--- src/rtl/instruction_fetch_queue.sv ---
// instruction_fetch_queue
//   Fetch stage for the multi-cycle CPU. Reads one byte per cycle from a
//   byte-wide memory, assembles 16-bit instructions low byte first (the low
//   byte sits at the lower address), and queues them for the control unit.
//   A flush discards everything queued or half-assembled and redirects
//   fetch to a new address.
//
// Handshake: Instr/Instr_PC/Instr_Valid come from registers only. A pop
//   happens at the rising edge where Instr_Valid && Instr_Ready. The head
//   entry holds still while Instr_Valid=1 and Instr_Ready=0. A transfer that
//   completes in a flush cycle counts as delivered.
//
// Ports:
//   Clock, Reset      rising-edge clock, asynchronous active-high reset
//   Mem_Address       byte address presented to memory (current fetch_pc)
//   Mem_CS            active-low chip select
//   Mem_WR            write enable, always 0
//   Mem_Data          combinational read data for Mem_Address
//   Flush, Flush_PC   discard the queue and restart fetch at Flush_PC
//   Instr, Instr_PC   head instruction {high, low} and its low-byte address
//   Instr_Valid       head entry is valid
//   Instr_Ready       consumer takes the head entry
//   Count             occupied entries
//   Fetch_State       current FSM state (0 = FETCH_L, 1 = FETCH_H)
module instruction_fetch_queue #(
  parameter int          DEPTH    = 4,
  parameter logic [15:0] RESET_PC = 16'h0000
) (
  input  logic                     Clock,
  input  logic                     Reset,
  output logic [15:0]              Mem_Address,
  output logic                     Mem_CS,
  output logic                     Mem_WR,
  input  logic [7:0]               Mem_Data,
  input  logic                     Flush,
  input  logic [15:0]              Flush_PC,
  output logic [15:0]              Instr,
  output logic [15:0]              Instr_PC,
  output logic                     Instr_Valid,
  input  logic                     Instr_Ready,
  output logic [$clog2(DEPTH):0]   Count,
  output logic [0:0]               Fetch_State
);

  localparam int PTR_W = $clog2(DEPTH);
  localparam int CNT_W = PTR_W + 1;

  localparam logic [0:0] FETCH_L = 1'b0;
  localparam logic [0:0] FETCH_H = 1'b1;

  logic [0:0]       state;
  logic [15:0]      fetch_pc;
  logic [7:0]       lo;
  logic [15:0]      lo_pc;
  logic [PTR_W-1:0] wr_ptr;
  logic [PTR_W-1:0] rd_ptr;
  logic [CNT_W-1:0] count;
  logic [15:0]      q_instr [DEPTH];
  logic [15:0]      q_pc    [DEPTH];

  logic full;
  logic do_lo;
  logic do_push;
  logic do_pop;

  // The space check happens only when a low byte is fetched; the slot it
  // reserves cannot be taken before the matching high byte arrives, so
  // FETCH_H never has to stall.
  always_comb begin
    full    = (count == CNT_W'(DEPTH));
    do_lo   = (state == FETCH_L) && !full && !Flush;
    do_push = (state == FETCH_H) && !Flush;
    do_pop  = Instr_Valid && Instr_Ready;
  end

  assign Mem_Address = fetch_pc;
  assign Mem_CS      = Reset || !(do_lo || do_push);
  assign Mem_WR      = 1'b0;
  assign Instr_Valid = (count != '0);
  assign Instr       = q_instr[rd_ptr];
  assign Instr_PC    = q_pc[rd_ptr];
  assign Count       = count;
  assign Fetch_State = state;

  always_ff @(posedge Clock or posedge Reset) begin
    if (Reset) begin
      state    <= FETCH_L;
      fetch_pc <= RESET_PC;
      lo       <= '0;
      lo_pc    <= '0;
      wr_ptr   <= '0;
      rd_ptr   <= '0;
      count    <= '0;
    end else if (Flush) begin
      // A pop in this cycle has already been seen by the consumer; the
      // queue is emptied regardless.
      state    <= FETCH_L;
      fetch_pc <= Flush_PC;
      lo       <= '0;
      wr_ptr   <= '0;
      rd_ptr   <= '0;
      count    <= '0;
    end else begin
      if (do_lo) begin
        lo       <= Mem_Data;
        lo_pc    <= fetch_pc;
        fetch_pc <= fetch_pc + 16'd1;
        state    <= FETCH_H;
      end
      if (do_push) begin
        fetch_pc <= fetch_pc + 16'd1;
        wr_ptr   <= wr_ptr + PTR_W'(1);
        state    <= FETCH_L;
      end
      if (do_pop) begin
        rd_ptr <= rd_ptr + PTR_W'(1);
      end
      case ({do_push, do_pop})
        2'b10:   count <= count + CNT_W'(1);
        2'b01:   count <= count - CNT_W'(1);
        default: count <= count;
      endcase
    end
  end

  // Storage is reset so Instr/Instr_PC are never X.
  always_ff @(posedge Clock or posedge Reset) begin
    if (Reset) begin
      for (int i = 0; i < DEPTH; i++) begin
        q_instr[i] <= '0;
        q_pc[i]    <= '0;
      end
    end else if (do_push) begin
      q_instr[wr_ptr] <= {Mem_Data, lo};
      q_pc[wr_ptr]    <= lo_pc;
    end
  end

endmodule

--- config.mk ---
export PLATFORM = sky130hd
export DESIGN_NAME = instruction_fetch_queue
export DESIGN_NICKNAME = d
export VERILOG_FILES = /design/src/rtl/instruction_fetch_queue.sv
export SDC_FILE = /design/constraint.sdc
export NUM_CORES = 1
export LEC_CHECK = 0
export ABC_AREA = 1
export CAP_MARGIN = 20
export CELL_PAD_IN_SITES_DETAIL_PLACEMENT = 0
export CELL_PAD_IN_SITES_GLOBAL_PLACEMENT = 1
export CORE_ASPECT_RATIO = 0.75
export CORE_MARGIN = 5
export CORE_UTILIZATION = 31
export DETAILED_ROUTE_END_ITERATION = 8
export GPL_TIMING_DRIVEN = 0
export PLACE_DENSITY = 0.59
export SYNTH_ARGS = -nofsm -noshare
export SYNTH_HDL_FRONTEND = slang
export SYNTH_SLANG_ARGS = --single-unit
--- constraint.sdc ---
create_clock -name Clock -period 6.9 [get_ports Clock]
set_input_delay 1.38 -clock Clock [delete_from_list [all_inputs] [get_ports Clock]]
set_output_delay 1.38 -clock Clock [all_outputs]
set_load 0.02 [all_outputs]
==> summary.txt <==
Clk Latency, worst-skew pair: 440 ps
Synth Area in Adders: 1.052%
CP max FO: 31
HP Class: flop to flop
First-pass GRT wire length: 41430 um
Final period utilization: 69.87%
Critical Path AT: 3440 ps
Critical path class: primary input to output pin
Number of port buffers: 80
Synth Net Count: 968
CTS Buffer Depth: 2
Post-Syn Area per Cell: 8.405 um^2
Final setup vio count: 0
Drt first pass iters: 6
Synth Area in Compound Gates: 19.24%
Layout Area Growth over Synthesis: 25.09%
Post-synth top area cell: dfrtp_1
FF-to-FF End: Count[2]
Synth top area share: 56.10%
Register area: 0.004404 mm^2
Vias/cell: 4.919
Synth async-reset ratio: 100.0%
Initial core utilization: 31.45%
Main combinational cell family by area after synthesis: compound AO/OA/AOI/OAI gates
Most common cell in the netlist: nand2_1
Post-Route Setup TNS: 0 ps
Area share of and/or/nand/nor cells after synthesis: 17.15%
Slew Limit Headroom: 48.10%
Cell row count: 50
Slew @ Worst Pin: 778.5 ps
CTS tree: yes
Power per cell area: 442.3 mW/mm^2
Worst setup EP type: output pin
Crit start category: primary input
WL final: 25910 um
Num CTS Buffers: 17
Min Tclk post-route: 4821 ps
Area of the die: 0.02864 mm^2
Max Freq: 207.4 MHz
Worst hold slack: 483.7 ps
Library cells used by synthesis: 31
Register area share after synthesis: 56.10%
Vias: 6832
Max Cap Violations: 0
Pin count of the biggest net entering global routing: 41
ANT nets after route: 0
Clock sinks: 176
Area of the multi-input gates: 0.002952 mm^2
Share of layout cells above drive strength 1: 5.709%
RD Place Congestion: 0.8138
Leak Pwr: 4.496 nW
Hold Violations, Final: 0
Synthesized cell area: 0.007850 mm^2
Nets: 1072
Clock Skews: 11.59 ps
Total track usage: 18.45%
Prevailing post-synth register cell: dfrtp_1
Worst reg2reg path depth: 11
Max Slew Vio Count: 0
Post-synth EDFFs: 0
Placed insts: 1357
Status: finished clean
Synth Area in XOR/XNOR: 0.1116%
Root Buffer: clkbuf_16
Vias in the first global route: 6913
Initial antenna violation count: 0
Worst EP required: 5520 ps
Mux contribution to synthesized area: 0%
Core Region: 0.02496 mm^2
Crit Reg-Reg Startpoint: Count[0]
Maximum VDD drop: 0.2135 mV
Mean routed wirelength per cell: 18.66 um
FILL cells: 2568
GRT overflow: 0
Worst setup startpoint: Reset
ANT cells: 0
Max H-tree Level: 4
Fin util: 39.34%
Cells after Synth: 934
Most area-consuming cells after synthesis: dfrtp_1, nand2_1, o21ai_1
Initial drt markers: 579
I/O pin total: 83
Overall die width: 193.8 um
Clock slew at reported path FFs: 70 ps
Die H: 147.8 um
Post_cts resized: 0
Final non-filler cell total: 1389
Seq cells post-synth: 176
Crit path to: Mem_CS
R2R Setup Slk: 4990 ps
# hold bufs at CTS: 0
Postcts setup bufs: 0
DRC Markers: 0
Synth top cells by count: nand2_1, dfrtp_1, o21ai_1
Hpwl dp: 18410 um
Synthesis Warnings: 0
RSZ-0062 raised after global routing: false
critical path, cell delays in order:
cell and delay, ps:
clkdlybuf4s50_1 500, clkinvlp_4 600, o21ai_0 290, clkdlybuf4s50_1 650
sequential cells by signal (all words and copies together), names as in the netlist:
signal and count:
rd_ptr 2, Fetch_State 1, lo_pc 16, Mem_Address 16
q_instr 64, wr_ptr 2, Count 3, lo 8
q_pc 64
kinds of logic after synthesis:
group / after synthesis
compound gates: 287
xor+xnor: 1
fa+ha+maj: 6
buf+inv: 127
flops: 176
other cells: 1
simple gates: 336
worst min-delay path by stage:
stage / start / to / slack (ps) / cells past startpoint
CTS: q_pc[21] / q_pc[21] / 490 / 2
global placement: q_instr[20] / q_instr[20] / 470 / 2
floorplan: lo_pc[0] / lo_pc[0] / 450 / 2
finish: q_pc[27] / q_pc[27] / 480 / 2
global route: q_pc[39] / q_pc[39] / 500 / 2
detailed placement: q_pc[27] / q_pc[27] / 470 / 2
power by group:
group	internal, mW	switching [mW]
Clock	0.626	0.444
Sequential	1.37	0.209
Combinational	0.652	1.04
metal layers:
metal	wire length [um]	vias to the layer above	share of wire [%]	global-route usage [%]
li1	-	3285	-	-
met1	13590	3397	52	28.96
met2	10920	134	42	25.98
met3	1061	16	4.1	3.372
met4	341	0	1.3	4.777
met5	0	-	0	0
cell usage in the layout (no fill, tap or decap), types with 6 or more instances in the layout:
master,instances
inv_1,70
o21ai_1,130
o21ai_0,103
nand3_1,21
dfrtp_1,176
nand2_1,218
o22ai_1,42
a21oi_1,6
clkdlybuf4s50_1,80
clkbuf_16,17
clkbuf_1,35
buf_1,10
nor2_1,83
buf_2,8
per-stage QoR:
stage | setup slack, ps | instance area, um^2 | total power [mW]
after floorplan | 710.8 | 7854 | 2.543
after global placement | -1296 | 9077 | 3.284
after detailed placement | 2041 | 9178 | 3.303
after CTS | 2016 | 9819 | 4.390
after global routing | 1884 | 9819 | 4.645
final | 2079 | 9819 | 4.343
final cells by class:
type / count / area share, %
Timing Repair Buffer: 85 / 9.174
Sequential cell: 176 / 44.85
Clock inverter: 13 / 2.026
Clock buffer: 19 / 4.511
Buffer: 54 / 2.243
Tap cell: 338 / 4.307
Inverter: 73 / 2.829
Multi-Input combinational cell: 631 / 30.06
No activity file was read; power rests on OpenSTA's default activity.
